[src/rtl/ps2_kbd_rx_fifo.sv]
`timescale 1ns/1ps
// ps2_kbd_rx_fifo
// PS/2 keyboard receiver with prefix folding and a first-word-fall-through
// event FIFO. The PS/2 lines are synchronised and glitch-filtered. 11-bit
// frames are deserialised, and their odd parity and stop bit are checked.
// E0/F0 prefixes are folded into the next scan code, and the resulting events
// are queued for a valid/ready consumer.
//
// Ports:
//   clk, rst          system clock, asynchronous active-high reset
//   ps2_clk, ps2_data raw PS/2 lines (asynchronous to clk)
//   evt_valid/ready   FIFO head handshake; pop on evt_valid & evt_ready
//   evt_code/break/ext head event fields (zero while the FIFO is empty)
//   fifo_count        number of queued events
//   overflow          sticky dropped-event flag, cleared by clr_flags
//   parity_err        one-cycle pulse on parity mismatch
//   frame_err         one-cycle pulse on bad stop bit or mid-frame timeout
//
// state    | meaning
// ---------+-----------------------------------------------
// S_IDLE   | waiting for a start bit (data low on a strobe)
// S_DATA   | shifting in 8 data bits, LSB first
// S_PARITY | latching the parity check result
// S_STOP   | checking the stop bit, accepting or rejecting the byte
module ps2_kbd_rx_fifo #(
    parameter int FILTER_LEN     = 8,
    parameter int FIFO_DEPTH     = 16,
    parameter int TIMEOUT_CYCLES = 50000
) (
    input  logic                          clk,
    input  logic                          rst,
    input  logic                          ps2_clk,
    input  logic                          ps2_data,
    output logic                          evt_valid,
    input  logic                          evt_ready,
    output logic [7:0]                    evt_code,
    output logic                          evt_break,
    output logic                          evt_ext,
    output logic [$clog2(FIFO_DEPTH):0]   fifo_count,
    output logic                          overflow,
    output logic                          parity_err,
    output logic                          frame_err,
    input  logic                          clr_flags
);

    localparam int PW = $clog2(FIFO_DEPTH);
    localparam int CW = PW + 1;
    localparam int FW = $clog2(FILTER_LEN + 1);
    localparam int TW = $clog2(TIMEOUT_CYCLES + 1);

    localparam logic [FW-1:0] FILT_LOAD = FW'(FILTER_LEN - 1);
    localparam logic [FW-1:0] FILT_ONE  = FW'(1);
    localparam logic [TW-1:0] TMO_LOAD  = TW'(TIMEOUT_CYCLES - 1);
    localparam logic [TW-1:0] TMO_ONE   = TW'(1);
    localparam logic [PW-1:0] PTR_ONE   = PW'(1);
    localparam logic [CW-1:0] CNT_ONE   = CW'(1);
    localparam logic [CW-1:0] CNT_FULL  = CW'(FIFO_DEPTH);
    localparam logic [7:0]    CODE_EXT  = 8'hE0;
    localparam logic [7:0]    CODE_BRK  = 8'hF0;

    typedef enum logic [1:0] {S_IDLE, S_DATA, S_PARITY, S_STOP} state_t;

    logic          clk_s1, clk_s2, dat_s1, dat_s2;
    logic [FW-1:0] filt_cnt;
    logic          filt_clk, filt_clk_d;
    logic          strobe;

    state_t        state;
    logic [2:0]    bitcnt;
    logic [7:0]    shreg;
    logic          parity_ok;
    logic          ext_pend, brk_pend;
    logic [TW-1:0] tmo_cnt;
    logic          tmo_hit;
    logic          push_req;

    logic [9:0]    mem [FIFO_DEPTH];
    logic [PW-1:0] wr_ptr, rd_ptr;
    logic [9:0]    head;
    logic          pop, full, do_push;

    // Lines idle high, so the synchronisers reset to 1 to avoid a fake edge.
    always_ff @(posedge clk or posedge rst) begin
        if (rst) begin
            clk_s1 <= 1'b1;
            clk_s2 <= 1'b1;
            dat_s1 <= 1'b1;
            dat_s2 <= 1'b1;
        end else begin
            clk_s1 <= ps2_clk;
            clk_s2 <= clk_s1;
            dat_s1 <= ps2_data;
            dat_s2 <= dat_s1;
        end
    end

    // Down-counter reloads whenever the sample agrees with the filtered level;
    // reaching zero means FILTER_LEN consecutive disagreeing samples.
    always_ff @(posedge clk or posedge rst) begin
        if (rst) begin
            filt_cnt   <= FILT_LOAD;
            filt_clk   <= 1'b1;
            filt_clk_d <= 1'b1;
        end else begin
            filt_clk_d <= filt_clk;
            if (clk_s2 == filt_clk) begin
                filt_cnt <= FILT_LOAD;
            end else if (filt_cnt == '0) begin
                filt_clk <= clk_s2;
                filt_cnt <= FILT_LOAD;
            end else begin
                filt_cnt <= filt_cnt - FILT_ONE;
            end
        end
    end

    assign strobe  = filt_clk_d & ~filt_clk;
    assign tmo_hit = (state != S_IDLE) && (tmo_cnt == '0) && !strobe;

    // A completed non-prefix byte is pushed on the edge that ends the STOP strobe.
    assign push_req = strobe && (state == S_STOP) && dat_s2 && parity_ok
                      && (shreg != CODE_EXT) && (shreg != CODE_BRK);

    always_ff @(posedge clk or posedge rst) begin
        if (rst) begin
            state      <= S_IDLE;
            bitcnt     <= '0;
            shreg      <= '0;
            parity_ok  <= 1'b0;
            ext_pend   <= 1'b0;
            brk_pend   <= 1'b0;
            tmo_cnt    <= TMO_LOAD;
            parity_err <= 1'b0;
            frame_err  <= 1'b0;
        end else begin
            parity_err <= 1'b0;
            frame_err  <= 1'b0;

            if (strobe || state == S_IDLE)
                tmo_cnt <= TMO_LOAD;
            else if (tmo_cnt != '0)
                tmo_cnt <= tmo_cnt - TMO_ONE;

            if (tmo_hit) begin
                frame_err <= 1'b1;
                state     <= S_IDLE;
                ext_pend  <= 1'b0;
                brk_pend  <= 1'b0;
            end else if (strobe) begin
                case (state)
                    S_IDLE: begin
                        if (!dat_s2) begin
                            state  <= S_DATA;
                            bitcnt <= '0;
                        end
                    end
                    S_DATA: begin
                        shreg  <= {dat_s2, shreg[7:1]};
                        bitcnt <= bitcnt + 3'd1;
                        if (bitcnt == 3'd7)
                            state <= S_PARITY;
                    end
                    S_PARITY: begin
                        parity_ok <= ^{shreg, dat_s2};
                        state     <= S_STOP;
                    end
                    S_STOP: begin
                        state <= S_IDLE;
                        if (!dat_s2) begin
                            frame_err <= 1'b1;
                            ext_pend  <= 1'b0;
                            brk_pend  <= 1'b0;
                        end else if (!parity_ok) begin
                            parity_err <= 1'b1;
                            ext_pend   <= 1'b0;
                            brk_pend   <= 1'b0;
                        end else if (shreg == CODE_EXT) begin
                            ext_pend <= 1'b1;
                        end else if (shreg == CODE_BRK) begin
                            brk_pend <= 1'b1;
                        end else begin
                            ext_pend <= 1'b0;
                            brk_pend <= 1'b0;
                        end
                    end
                    default: state <= S_IDLE;
                endcase
            end
        end
    end

    // FIFO: a push into a full FIFO is still allowed when the head pops in the same cycle.
    assign pop     = evt_valid && evt_ready;
    assign full    = (fifo_count == CNT_FULL);
    assign do_push = push_req && (!full || pop);

    always_ff @(posedge clk) begin
        if (do_push)
            mem[wr_ptr] <= {ext_pend, brk_pend, shreg};
    end

    always_ff @(posedge clk or posedge rst) begin
        if (rst) begin
            wr_ptr     <= '0;
            rd_ptr     <= '0;
            fifo_count <= '0;
            overflow   <= 1'b0;
        end else begin
            if (do_push)
                wr_ptr <= wr_ptr + PTR_ONE;
            if (pop)
                rd_ptr <= rd_ptr + PTR_ONE;
            if (do_push && !pop)
                fifo_count <= fifo_count + CNT_ONE;
            else if (pop && !do_push)
                fifo_count <= fifo_count - CNT_ONE;
            if (push_req && full && !pop)
                overflow <= 1'b1;
            else if (clr_flags)
                overflow <= 1'b0;
        end
    end

    // Head fields are gated so stale or uninitialised storage never shows when empty.
    assign head      = mem[rd_ptr];
    assign evt_valid = (fifo_count != '0);
    assign evt_code  = evt_valid ? head[7:0] : 8'h00;
    assign evt_break = evt_valid & head[8];
    assign evt_ext   = evt_valid & head[9];

endmodule

[config.mk]
export PLATFORM = sky130hd
export DESIGN_NAME = ps2_kbd_rx_fifo
export DESIGN_NICKNAME = d
export VERILOG_FILES = /design/src/rtl/ps2_kbd_rx_fifo.sv
export SDC_FILE = /design/constraint.sdc
export NUM_CORES = 1
export LEC_CHECK = 0
export CAP_MARGIN = 10
export CORE_MARGIN = 2
export CORE_UTILIZATION = 40
export CTS_CLUSTER_DIAMETER = 150
export DETAILED_ROUTE_END_ITERATION = 6
export GPL_TIMING_DRIVEN = 0
export PLACE_DENSITY = 0.63
export SLEW_MARGIN = 20
export SYNTH_ARGS = -nofsm -noshare
export SYNTH_HDL_FRONTEND = slang
export SYNTH_SLANG_ARGS = --single-unit
[constraint.sdc]
create_clock -name clk -period 6.1 [get_ports clk]
set_input_delay 1.22 -clock clk [delete_from_list [all_inputs] [get_ports clk]]
set_output_delay 1.22 -clock clk [all_outputs]
set_load 0.05 [all_outputs]
After elaboration in Yosys (flattened, before gate mapping)
Memory sizes are Yosys's and may differ from the RTL's.
Cells that the tools add are included.
{"block": "op_classes", "add_sub_neg": 7, "eq_ne": 15, "mux": 41, "bitwise_logic": 6, "n_reduce_logical": 39}
{"op": "16-bit two-way mux", "count": 2}
{"op": "1-bit two-way mux", "count": 27}
{"op": "8-bit == test, second input constant", "count": 2}
{"op": "16-bit logical NOT", "count": 1}
{"op": "8-bit inequality test, second input constant", "count": 2}
{"op": "16-bit nonzero test", "count": 1}
{"op": "16-bit by 1-bit subtractor with 16-bit output, second input constant", "count": 1}
{"op": "3-bit AND reduction", "count": 5}
{"op": "2-bit nonzero test", "count": 7}
{"op": "1-bit logical AND", "count": 13}
{"op": "5-bit two-way mux", "count": 2}
{"op": "9-bit parity", "count": 1}
{"op": "4-bit by 1-bit adder with 4-bit output, second input constant", "count": 2}
{"op": "2-bit two-way mux", "count": 4}
{"op": "4-bit two-way mux", "count": 2}
{"op": "8-bit two-way mux", "count": 1}
{"op": "2-bit case mux with 4 select lines", "count": 1}
{"op": "3-bit inequality test, second input constant", "count": 2}
{"op": "3-bit case mux with 2 select lines", "count": 1}
{"op": "5-bit by 1-bit adder with 5-bit output, second input constant", "count": 1}
{"op": "5-bit == test, second input constant", "count": 1}
{"op": "5-bit inequality test, second input constant", "count": 1}
{"op": "5-bit nonzero test", "count": 1}
{"op": "5-bit by 1-bit subtractor with 5-bit output, second input constant", "count": 1}
{"op": "17 further kinds", "count": 26}
{"block": "totals", "regBits": 58, "ramBits": 160, "inputBits": 6, "output_inout_bits": 19, "elab_cells": 129, "n_memories": 1}
{"name": "mem", "words": 16, "width": 10, "rd": 1, "rd_clocked_by_memory_dff": 0, "wr": 1, "line": "77", "source": "logic [9:0] mem [FIFO_DEPTH];"}

Logic depth before layout (Yosys ltp)
Gate-level depths: netlist (run 1).
{"block": "depth", "depth_word": 12, "mapped_depth": 14, "ltp_nobuf": 13}

Worst setup path before layout (run 1)
No wires, ideal clock.
{"block": "synth_timing", "path_type": "register to output", "from": "register rd_ptr[0]", "to": "output port evt_code[0]", "t_arrival_ns": 2.330, "t_required_ns": 4.880, "slack_ns": 2.550, "stages_incl_launch_ff": 6, "path_buffers": 2, "path_cell_list": "dfrtp_1 clkbuf_1 buf_1 mux4_2 a22oi_1 a21oi_1"}
{"block": "synth_between", "elab_chain_cells": 2}
{"element": "from (decl)", "line": "78", "source": "logic [PW-1:0] wr_ptr, rd_ptr;"}
{"element": "from (signal assigned)", "line": "212", "source": "rd_ptr <= rd_ptr + PTR_ONE;"}
{"element": "memory read 16 x 10 bit"}
{"element": "8-bit two-way mux", "line": "227", "source": "assign evt_code = evt_valid ? head[7:0] : 8'h00;"}
{"element": "to (decl)", "line": "36", "source": "output logic [7:0] evt_code,"}
No other way between the ends.

Final worst setup path (run 1)
{"block": "layout_timing", "from": "register rd_ptr[0]", "to": "output port evt_code[3]"}
Same word-level chain as after synthesis.

==> results of run 1 <==
==> cell families (layout without fill, tap and decap cells) <==
kind of cell    count (synthesis)  count (layout)  synth area share (%)
mux                            50              50                  11.2
simple gates                  114             114                  6.51
buf+inv                        46             112                  1.92
xor+xnor                       32              32                  3.10
fa+ha+maj                      19              19                  2.71
flops                         218             218                  69.4
compound gates                 73              73                  5.18
==> cell usage after synthesis (3+ instances only) <==
cell type,n
sky130_fd_sc_hd__ha_1,18
sky130_fd_sc_hd__o21ai_0,18
sky130_fd_sc_hd__nor3_1,8
sky130_fd_sc_hd__xor2_1,15
sky130_fd_sc_hd__and2_1,10
sky130_fd_sc_hd__buf_1,8
sky130_fd_sc_hd__clkbuf_1,15
sky130_fd_sc_hd__nand4_1,3
sky130_fd_sc_hd__nor4_1,7
sky130_fd_sc_hd__or3_1,3
sky130_fd_sc_hd__nand2b_1,5
sky130_fd_sc_hd__mux4_2,40
sky130_fd_sc_hd__inv_1,21
sky130_fd_sc_hd__a21oi_1,15
sky130_fd_sc_hd__nor2b_1,4
sky130_fd_sc_hd__xnor2_1,17
sky130_fd_sc_hd__a31oi_1,3
sky130_fd_sc_hd__o211ai_1,5
sky130_fd_sc_hd__mux2_2,10
sky130_fd_sc_hd__edfxtp_1,160
sky130_fd_sc_hd__dfrtp_1,40
sky130_fd_sc_hd__dfstp_2,18
sky130_fd_sc_hd__nand2_1,27
sky130_fd_sc_hd__nor3b_1,4
sky130_fd_sc_hd__nand3_1,5
sky130_fd_sc_hd__nor2_1,28
sky130_fd_sc_hd__a22o_1,3
sky130_fd_sc_hd__a22oi_1,20
==> routing by layer <==
metal	wire [um]	global-route usage (%)	vias up	part of all wire, %
met1	7950	22.1	2545	44
met4	421	4.06	0	2.3
met2	8820	25.5	143	48
met5	0	0	-	0
met3	1000	2.24	25	5.5
li1	-	-	2227	-
==> flip-flops by register name, indices dropped and copies added, names as in the netlist, 2 cells and up <==
name and count:
mem 160, tmo_cnt 16, shreg 8, fifo_count 5, filt_cnt 4, rd_ptr 4, wr_ptr 4, bitcnt 3
state 2
==> placed cells by master, fill, tap and decap left out, drive strengths merged, types with 2 or more instances in the layout <==
| cell | n |
|---|---|
| xnor2 | 17 |
| nor3b | 4 |
| nor2b | 4 |
| nand4 | 3 |
| dfstp | 18 |
| nor3 | 8 |
| dfrtp | 40 |
| clkbuf | 43 |
| o21ai | 18 |
| nand2b | 5 |
| mux2 | 10 |
| a21o | 2 |
| clkdlybuf4s50 | 24 |
| or3 | 3 |
| nand2 | 27 |
| nand3 | 5 |
| or4b | 2 |
| edfxtp | 160 |
| ha | 18 |
| buf | 13 |
| a31oi | 3 |
| a21oi | 15 |
| or4 | 2 |
| inv | 21 |
| a22oi | 20 |
| clkinv | 10 |
| o2111ai | 2 |
| mux4 | 40 |
| xor2 | 15 |
| and2 | 10 |
| nor4 | 7 |
| nor2 | 28 |
| a22o | 3 |
| o211ai | 5 |
==> how the worst max path moves through the flow <==
stage | from | end | slack [ps] | cells after the start
6_report | rd_ptr[0]$_DFFE_PP0N_ | evt_code[3] | 1150 | 6
3_3_place_gp | rd_ptr[0]$_DFFE_PP0N_ | evt_code[7] | 1640 | 6
3_5_place_dp | rd_ptr[0]$_DFFE_PP0N_ | evt_code[7] | 1640 | 6
2_1_floorplan | rd_ptr[0]$_DFFE_PP0N_ | evt_code[0] | 2550 | 5
4_1_cts | rd_ptr[0]$_DFFE_PP0N_ | evt_code[7] | 1100 | 6
5_1_grt | rd_ptr[0]$_DFFE_PP0N_ | evt_code[4] | 880 | 6
==> area by class of cell <==
class                      instances  area (um2)  area share, %
sequential                       218        6280           60.6
inverter                          22        85.1          0.821
timing repair buffer              28         270           2.61
clock inverter                    10        80.1          0.773
buffer                            24        91.3          0.882
clock buffer                      28         573           5.53
tap                              285         357           3.44
multi-input combinational        288        2620           25.3
==> worst max-delay path, stage by stage (launching register included) <==
cell and delay [ps]:
sky130_fd_sc_hd__dfrtp_1 350, sky130_fd_sc_hd__clkbuf_1 370, sky130_fd_sc_hd__buf_1 720, sky130_fd_sc_hd__mux4_2 600
sky130_fd_sc_hd__a22oi_1 320, sky130_fd_sc_hd__a21oi_1 140, sky130_fd_sc_hd__clkdlybuf4s50_1 730
==> report_power, final <==
group	internal [mW]	switching, mW
clock	0.705	0.536
combinational	0.461	0.780
sequential	1.70	0.112
==> per-stage QoR <==
| stage | worst slack [ps] | utilization, % | total power, mW | std cells |
|---|---|---|---|---|
| 2_1_floorplan | 2550 | - | 2.69 | 552 |
| 3_3_place_gp | 1640 | 43.0 | 3.05 | 861 |
| 3_5_place_dp | 1640 | 43.3 | 3.09 | 865 |
| 4_1_cts | 1100 | 46.2 | 4.33 | 903 |
| 5_1_grt | 880 | 46.2 | 4.50 | 903 |
| 6_report | 1150 | 46.2 | 4.29 | 903 |
==> impl.org, run 1 <==
** Logic synthesis
- Portion of synthesized cell area occupied by the leading cell type :: 53.1%
- Flip-flop cell with the highest count after synthesis :: sky130_fd_sc_hd__edfxtp_1
- Netlist Area Pre-Place :: 9050 um2
- Synthesis-stage register bit count :: 218
- Async set-or-reset flop fraction in the synthesized netlist :: 26.6%
- EDFF count, synth :: 160
- Synthesized netlist net count :: 577
- Yosys printed 0 warnings.
- Mapped Avg Cell Area :: 16.4 um2
- In the synthesized netlist, the number of instances is 552.
- Count of cell types in the netlist :: 47
- Proportion of synthesized chip area in sequential cells :: 69.4%
- Largest cells by area after synthesis :: sky130_fd_sc_hd__edfxtp_1, sky130_fd_sc_hd__dfrtp_1, sky130_fd_sc_hd__mux4_2, sky130_fd_sc_hd__dfstp_2, sky130_fd_sc_hd__ha_1
- The largest total area in the synthesized netlist belongs to sky130_fd_sc_hd__edfxtp_1.

** Clock tree
- In this run the number of H-tree levels came out at 1.
- Quantity of hold-fixing buffers added after cts :: 0
- Number of instances resized during post-cts repair :: 0
- CTS tree :: built
- In this run, CTS created clock tree buffers numbering 22.
- The clock reaches the later pin of the worst-skew pair after 510 ps.
- Clock root buffer master :: sky130_fd_sc_hd__clkbuf_16
- Counting every sink on the clock net gives 218.
- The number of setup buffers added after CTS is 0.
- Post-CTS clock slew at the launch and capture registers of the worst setup and hold paths :: 60 ps
- The clock passes through at most 3 buffers.

** Global routing
- Global routing used 15.6% of the available tracks.
- The first global-routing pass estimated 28,700 um of wire.
- Total gr overflow :: 0
- Entering global routing, the biggest net connects 59 pins.
- Antenna violations before repair :: 0
- Via count of the first global-routing pass :: 5,048

** Floorplanning
- Once the floorplan was initialized, standard cells occupied 40.3% of the core.
- Overall die width :: 154 um
- Std-Cell Rows :: 55
- Vertical die dimension :: 154 um
- Die outline area :: 23,800 um2
- Core Area :: 22,400 um2
- For this design the top-level I/O count stands at 25.

** Timing
- Subtracting the final worst setup slack from the clock period gives 4950 ps.
- The final-report hold violation count is 0.
- Based on the critical path, the design can be clocked at up to 202 MHz.
- Slew margin rel. :: 28.0%
- In the final timing run, aggregate negative setup slack is 0 ps.
- Worst Max-Slew Pin Slew :: 1080 ps
- On the final layout, the worst hold slack is 355 ps.
- The clock arrives with 14.9 ps of skew.
- Count of endpoints failing setup in the final report :: 0
- In the finished design, the share of the clock period the worst path needs comes to 81.2%.
- Setup repair after global routing left no endpoint under its margin.
- The number of slew-limit violations in the final report was 0.

** Routing
- Vias after detailed routing :: 4,940
- Routed len/inst :: 20.2 um
- In this run the remaining antenna-violating nets after routing total 0.
- Total Wirelength :: 18,200 um
- Using the TritonRoute via totals, the vias-per-cell ratio works out to 5.47.
- Number of DRC violations after detailed-routing iteration 0 :: 408
- Remaining DRCs :: 0
- The first TritonRoute pass finished after 5 iterations.

** Worst hold path
- Min-Delay Path Depth :: 0
- Worst hold path startpoint :: dat_s1$_DFF_PP1_
- WHS Endpoint :: dat_s2$_DFF_PP1_
- The min-delay analysis places its worst path in the category reg2reg.

** Final layout
- Ratio of cells with drive above 1 in the final layout :: 17.5%
- Fill cells in the final layout number 1,899.
- Layout Area Growth over Synthesis :: 14.4%
- The repair_antennas step left the layout with diodes totalling 0.
- Cell area after layout :: 10,400 um2
- After the last flow step, the layout net total stands at 629.

** Placement
- After detailed placement, the total cell area comes to 9700 um2.
- Routability-driven placement finished with a final weighted congestion of 0.807.
- The HPWL after detailed placement is 12,100 um.
- The count of buffers added on input and output ports is 24.

** Critical path
- The startpoint identified for the worst register-to-register timing path is shreg[1]$_DFFE_PP0P_.
- Worst reg2reg setup slack :: 2200 ps
- STA classifies the critical path endpoint as an output port.
- Arrival @ worst endpoint :: 3730 ps
- Kind of launch point of the worst setup path :: flip-flop
- The critical path is of the reg2out type.
- R2R Path End :: fifo_count[4]$_DFFE_PP0P_
- CP required :: 4880 ps
- Highest net fanout along the worst path :: 10
- Cell count of the worst reg-to-reg path :: 13

** Job
- Number of max-capacitance violations reported :: 0

** Pwr
- Summed over all cells, the static leakage comes to 3.56 nW.
- Power per Cell Area :: 414 nW/um2
- IR analysis of the VDD net gives a maximum drop of 0.291 mV.

** Status
- The flow ran to the end, and the final reports show no timing, DRC or antenna violations.
(Power assumes the default switching activity.)
==> run 2, diff against run 1 <==
PLACE_DENSITY = 0.65   (was 0.63)
clock period = 4.3 ns   (was 6.1 ns; I/O delays follow)
==> impl.org, run 2 (synthesized netlist as in run 1, its figures left out) <==
** Status
- The run finished with clean final reports.

** Clock tree
- Clk buf depth :: 3 (unchanged)
- The clock network latency to the later pin of the worst-skew pair was 510 ps (about the same).
- Number of levels the H-tree was split into :: 1 (unchanged)
- The hold buffer count at cts came to 0 (unchanged).
- Post-CTS setup buffer count :: 0 (unchanged)
- The number of sinks handled by clock tree synthesis was 218 (unchanged).
- The number of buffers added by the clock tree synthesis step is 23 (+4.5%).
- CTS tree :: built
- The root buffer cell chosen for the clock tree is sky130_fd_sc_hd__clkbuf_16.
- Post-CTS clock slew at the launch and capture registers of the worst setup and hold paths :: 60 ps (about the same)

** Final layout
- The core utilization of the finished layout is 46.6% (+0.47 points).
- Final net count :: 629 (unchanged)
- Leading cell type in the layout, fill and taps excluded :: sky130_fd_sc_hd__edfxtp_1
- The ratio of cells with drive above 1 in the final layout is 19.8% (+2.4 points).
- Largest registers in the final layout :: mem: 160 flops, tmo_cnt: 16 flops, shreg: 8 flops
- Ant. Diodes :: 0 (unchanged)
- Largest register FFs :: 160 (unchanged)
- Layout Area Growth over Synthesis :: 15.6%
- Most flop-heavy register :: mem
- The library cells used most frequently in the layout, excluding fill and tap cells, are sky130_fd_sc_hd__edfxtp_1, sky130_fd_sc_hd__mux4_2, sky130_fd_sc_hd__dfrtp_1.

** Critical path
- Kind of end point of the critical path :: output port
- Kind of launch point of the worst setup path :: flip-flop
- Highest net fanout along the worst path :: 10 (unchanged)
- Arrival @ worst endpoint :: 3310 ps (-420 ps)
- Reg-to-Reg Start :: shreg[5]$_DFFE_PP0P_
- The worst setup path is of the reg2out kind.
- Start point of the critical path :: rd_ptr[1]$_DFFE_PP0N_
- The required time of the critical path is 3440 ps (-1440 ps).

** Timing
- Max Transition Viols Final :: 0 (unchanged)
- Based on the critical path, the design can be clocked at up to 240 MHz.
- Final setup TNS :: 0 ps (unchanged)
- Hold_ws :: 356 ps (+0.987 ps)
- Worst Max-Slew Pin Slew :: 1000 ps (-71.4 ps)
- The final-report hold violation count is 0 (unchanged).
- In the finished design, the share of the clock period the worst path needs comes to 97.0%.
- Unrepaired setup endpoints after global routing :: no
- Slew margin rel. :: 32.8% (+4.8 points)
- The final setup skew came to 11.2 ps (-3.71 ps).
- The worst setup slack after layout came to 127 ps (-1020 ps).
- The clock period could shrink to 4170 ps.
- The setup violation total in the final timing report is 0 (unchanged).

** Worst hold path
- The path class of the tightest hold or removal check is reg2reg.
- Worst hold path startpoint :: dat_s1$_DFF_PP1_

** Placement
- Port Buffers :: 24 (unchanged)
- Placed wire-length estimate after detailed placement :: 12,000 um (-0.75%)
- The global placement routability congestion is 0.804 (-0.38%).
- The pre-CTS worst setup slack came to 173 ps (-1460 ps).

** Floorplanning
- I/O pin count :: 25 (unchanged)
- Core Area :: 22,400 um2 (unchanged)
- Std-Cell Rows :: 55 (unchanged)
- The starting utilization of the core area came to 40.3% (unchanged).
- Overall die width :: 154 um (unchanged)
- The area of the die came to 23,800 um2 (unchanged).
- The vertical extent of the die is 154 um (unchanged).

** Routing
- Routed len/inst :: 20.1 um (-0.19%)
- Total Wirelength :: 18,200 um (about the same)
- The remaining design rule violation count was 0 (unchanged).
- The number of vias in the routed layout is 4,874 (-1.3%).
- Number of DRC violations after detailed-routing iteration 0 :: 364 (-11%)
- The detailed-router iteration count before antenna repair came to 5 (unchanged).
- The remaining antenna violation count after routing came to 0 (unchanged).
- The detail-routed via count per cell is 5.39 (-1.6%).

** Global routing
- Wire length of the first global-routing pass :: 28,700 um (-0.12%)
- The sum of overflow across all layers after global routing came to 0 (unchanged).
- Via count of the first global-routing pass :: 5,109 (+1.2%)
- The largest net degree at the start of global routing is 59 (unchanged).
- Antenna violations before repair :: 0 (unchanged)
- The overall fraction of global-route tracks in use was 15.6% (about the same).

** Pwr
- Worst vdd ir :: 0.422 mV (+45%)
- Power per Cell Area :: 601 nW/um2 (+45%)
- LEAKAGE :: 3.64 nW (+2.2%)

** Job
- The reported max-cap violation count was 0 (unchanged).
-- run 2: cell types whose count changed in the layout (fill, tap and decap cells not counted), moves of 2 or more --
cell	delta
sky130_fd_sc_hd__clkinv_2	+4
sky130_fd_sc_hd__clkbuf_16	+2
sky130_fd_sc_hd__clkbuf_1	-7
sky130_fd_sc_hd__clkbuf_2	+2
sky130_fd_sc_hd__clkbuf_4	+3
sky130_fd_sc_hd__buf_1	-4
sky130_fd_sc_hd__clkinv_1	-2
-- run 2: stage by stage --
stage | cells | cell area [um2] | power, mW
floorplan | 552 | 9050 | 3.81
global placement | 861 | 9650 | 4.32
detailed placement | 865 | 9700 | 4.37
CTS | 906 | 10500 | 6.33
global route | 905 | 10500 | 6.56
finish | 905 | 10500 | 6.29
-- run 2: final timing paths --
| kind | endpoint | slack, ps | depth (start not counted) |
|---|---|---|---|
| max | evt_code[2] | 130 | 6 |
| min | dat_s2$_DFF_PP1_ | 360 | 0 |
| max reg2reg | fifo_count[4]$_DFFE_PP0P_ | 330 | 13 |
| min reg2reg | dat_s2$_DFF_PP1_ | 360 | 0 |
| max in group asynchronous | filt_cnt[3]$_DFF_PP0_ | 3000 | 2 |
| min in group asynchronous | tmo_cnt[12]$_DFFE_PP0P_ | 830 | 2 |
-- run 2: timing repair --
action	CTS	global route
setup endpoints to repair	10	7
pin swaps	0	0
cloned	0	0
resized for setup	18	6
-- run 2: final cells by class --
class,instances,area [um2]
Buffer,23,105
Clock buffer,27,616
Clock inverter,14,133
Fill cell,1900,12000
Inverter,22,85.1
Multi-Input combinational cell,288,2620
Sequential cell,218,6280
Tap cell,285,357
Timing Repair Buffer,28,268
-- run 2: report_power, final --
| part | internal, mW | switching, mW | leakage (nW) |
|---|---|---|---|
| registers | 2.41 | 0.175 | 2.20 |
| clock network | 1.15 | 0.797 | 0.377 |
| logic | 0.668 | 1.09 | 1.06 |
| total | 4.22 | 2.06 | 3.64 |
-- run 2: worst max-delay path, cell delays in order (launching register included) --
cell	delay, ps
sky130_fd_sc_hd__dfrtp_1	350
sky130_fd_sc_hd__clkbuf_1	370
sky130_fd_sc_hd__clkbuf_1	560
sky130_fd_sc_hd__mux4_2	400
sky130_fd_sc_hd__a22oi_1	260
sky130_fd_sc_hd__a21oi_1	130
sky130_fd_sc_hd__clkdlybuf4s50_1	730
-- run 2: routing by layer --
layer  vias to the layer above  GRT usage [%]  share of wire [%]
li1                       2223              -                  -
met1                      2487           21.7                 45
met2                       141           26.0                 48
met3                        23           2.58                5.5
met4                         0           3.66                1.9
met5                         -              0                  0
==> run 3, diff against run 2 <==
SKIP_CTS_REPAIR_TIMING = 1   (was unset)
==> impl.org, run 3 (synthesized netlist as in run 1, its figures left out) <==
** Routing
- Detail Route Antenna Nets :: 0 (unchanged)
- The routed wire length was 18,200 um (about the same).
- Number of DRC violations after detailed-routing iteration 0 :: 359 (-1.4%)
- Remaining DRCs :: 0 (unchanged)
- The detail-routed via count per cell is 5.36 (-0.47%).
- The wire length per cell was 20.1 um (about the same).
- Vias after detailed routing :: 4,851 (-0.47%)
- The detailed-router iteration count before antenna repair is 5 (unchanged).

** Global routing
- Via count of the first global-routing pass :: 5,099 (-0.20%)
- The number of antenna violations at the first check in global routing came to 0 (unchanged).
- The sum of overflow across all layers after global routing is 0 (unchanged).
- Pin count of the biggest net entering global routing :: 59 (unchanged)
- Wire length of the first global-routing pass :: 28,700 um (about the same)
- The overall fraction of global-route tracks in use was 15.6% (about the same).

** Clock tree
- The maximum buffer depth of the clock tree came to 3 (unchanged).
- Clock tree synthesis selected as its root buffer the cell sky130_fd_sc_hd__clkbuf_16.
- Clk Latency, worst-skew pair :: 520 ps (about the same)
- The number of sinks handled by clock tree synthesis is 218 (unchanged).
- The number of buffers added by the clock tree synthesis step is 23 (unchanged).
- CTS tree :: built
- The maximum level of the CTS H-tree was 1 (unchanged).
- Post-CTS clock slew at the launch and capture registers of the worst setup and hold paths :: 60 ps (about the same)

** Timing
- Endpoints failing hold :: 0 (unchanged)
- Fmax achieved :: 240 MHz (+0.31%)
- The number of slew-limit violations in the final report came to 0 (unchanged).
- Setup repair after global routing left no endpoint under its margin.
- The worst slack on hold paths is 356 ps (+0.00200 ps).
- Worst Clk Skew :: 12.1 ps (+0.882 ps)
- Slew margin rel. :: 32.5% (-0.22 points)
- Min cycle time layout :: 4160 ps (-12.7 ps)
- Count of endpoints failing setup in the final report :: 0 (unchanged)
- The period utilization is 96.8% (-0.30 points).
- The actual transition at the worst max-transition pin is 1010 ps (+3.28 ps).

** Final layout
- Largest register FFs :: 160 (unchanged)
- Leaving out fill and tap cells, the most frequent cell in the layout is sky130_fd_sc_hd__edfxtp_1.
- Ratio of cells with drive above 1 in the final layout :: 19.8% (unchanged)
- The sequential cell area came to 6280 um2 (unchanged).
- Post-route core utilization :: 46.6% (about the same)
- Multi-input logic area :: 2620 um2 (unchanged)
- The diode insertion count for antenna repair was 0 (unchanged).
- Most flop-heavy register :: mem
- The number of nets in the layout was 629 (unchanged).
- In the layout the commonest cells are sky130_fd_sc_hd__edfxtp_1, sky130_fd_sc_hd__mux4_2, sky130_fd_sc_hd__dfrtp_1.
- In the final layout, the registers with the most flip-flops are mem: 160 flops, tmo_cnt: 16 flops, shreg: 8 flops.
- The final standard cell count with taps included and fillers excluded was 905 (unchanged).
- The relative area change from synthesis to final layout came to 15.6% (about the same).
- Layout filler cell count :: 1,901 (+0.053%)

** Status
- Outcome :: complete, no violations

** Placement
- Port Buffers :: 24 (unchanged)
- The global placement routability congestion was 0.804 (unchanged).
- The cell count after placement is 865 (unchanged).
- Placed wire-length estimate after detailed placement :: 12,000 um (unchanged)

** Critical path
- STA classifies the critical path endpoint as an output port.
- The critical-path maximum fanout is 10 (unchanged).
- Slowest CP cell :: sky130_fd_sc_hd__clkdlybuf4s50_1
- Arrival @ worst endpoint :: 3300 ps (about the same)
- Kind of launch point of the worst setup path :: flip-flop
- The signal on the critical path passes through clkbuf_1 -> clkbuf_1 -> mux4_2 -> a22oi_1 -> a21oi_1 -> clkdlybuf4s50_1.
- The required time of the critical path was 3440 ps (about the same).
- The worst setup path is of the reg2out kind.
- Cell occurring most often along the worst timing path :: sky130_fd_sc_hd__clkbuf_1
- Max incr delay on CP :: 720 ps (about the same)

** Pwr
- The switching share of power is 32.8% (about the same).
- The share of total power in sequential cells was 41.1% (about the same).
- Internal :: 4.22 mW (-0.13%)
- LEAKAGE :: 3.64 nW (about the same)
- Clock share of power :: 31.0% (about the same)
- Power per Cell Area :: 600 nW/um2 (about the same)
- Worst vdd ir :: 0.422 mV (about the same)
- Part of the total power dissipated in combinational logic :: 27.9% (about the same)
- The switching power was 2.06 mW (-0.14%).

** Floorplanning
- Core Area :: 22,400 um2 (unchanged)
- The width of the die was 154 um (unchanged).
- The area of the die was 23,800 um2 (unchanged).
- The I/O pin count was 25 (unchanged).
- The vertical extent of the die is 154 um (unchanged).
- The starting utilization of the core area was 40.3% (unchanged).
- Std-Cell Rows :: 55 (unchanged)

** Job
- The reported max-cap violation count is 0 (unchanged).

** Worst hold path
- In this run the worst hold path is classified as reg2reg.
[run 3: cell types whose count changed in the layout (fill, tap and decap cells not counted), sizes merged]
cell	change
buf	-2
clkbuf	+2
[run 3: worst paths after layout]
kind                                            start                         to  slack [ps]  cells after the start
worst max-delay path            rd_ptr[1]$_DFFE_PP0N_                evt_code[4]         140                      6
worst min-delay path                 dat_s1$_DFF_PP1_           dat_s2$_DFF_PP1_         360                      0
worst max register to register   shreg[5]$_DFFE_PP0P_  fifo_count[4]$_DFFE_PP0P_         310                     13
worst min register to register       dat_s1$_DFF_PP1_           dat_s2$_DFF_PP1_         360                      0
max in group asynchronous                         rst      filt_cnt[3]$_DFF_PP0_        3000                      2
min in group asynchronous                         rst    tmo_cnt[12]$_DFFE_PP0P_         830                      2
[run 3: critical path, delay by kind of cell (launching register included)]
| kind | cells | cell delay, ps |
|---|---|---|
| buffers and inverters | 3 | 1630 |
| multiplexers | 1 | 400 |
| flip-flops | 1 | 360 |
| AO/OA/AOI/OAI | 2 | 400 |
[run 3: cell type report]
type                    instances  area share, %
clock buffers                  27           5.89
flip-flops and latches        218           60.0
repair buffers                 28           2.56
inverters                      22          0.813
clock inverters                14           1.27
well taps                     285           3.41
plain buffers                  23          0.957
multi-input cells             288           25.1
[run 3: power by group through the flow]
stage               combinational (mW)  clock (mW)  sequential [mW]
floorplan                         1.18           0             2.63
global placement                  1.73           0             2.59
global route                      1.88        2.07             2.60
finish                            1.75        1.94             2.58
CTS                               1.77        1.98             2.57
detailed placement                1.77           0             2.61
[run 3: routing by layer]
layer	track usage [%]	wire, um
met1	21.6	8080
met2	26.0	8770
met3	2.58	1030
met4	3.66	328
met5	0	0
[run 3: stage by stage]
| step | cell area [um2] | power (mW) | TNS, ps | setup WS (ps) |
|---|---|---|---|---|
| 2_1_floorplan | 9050 | 3.81 | 0 | 1110 |
| 3_3_place_gp | 9650 | 4.32 | 0 | 137 |
| 3_5_place_dp | 9700 | 4.37 | 0 | 173 |
| 4_1_cts | 10500 | 6.32 | -2920 | -377 |
| 5_1_grt | 10500 | 6.56 | 0 | 6.91 |
| 6_report | 10500 | 6.28 | 0 | 140 |
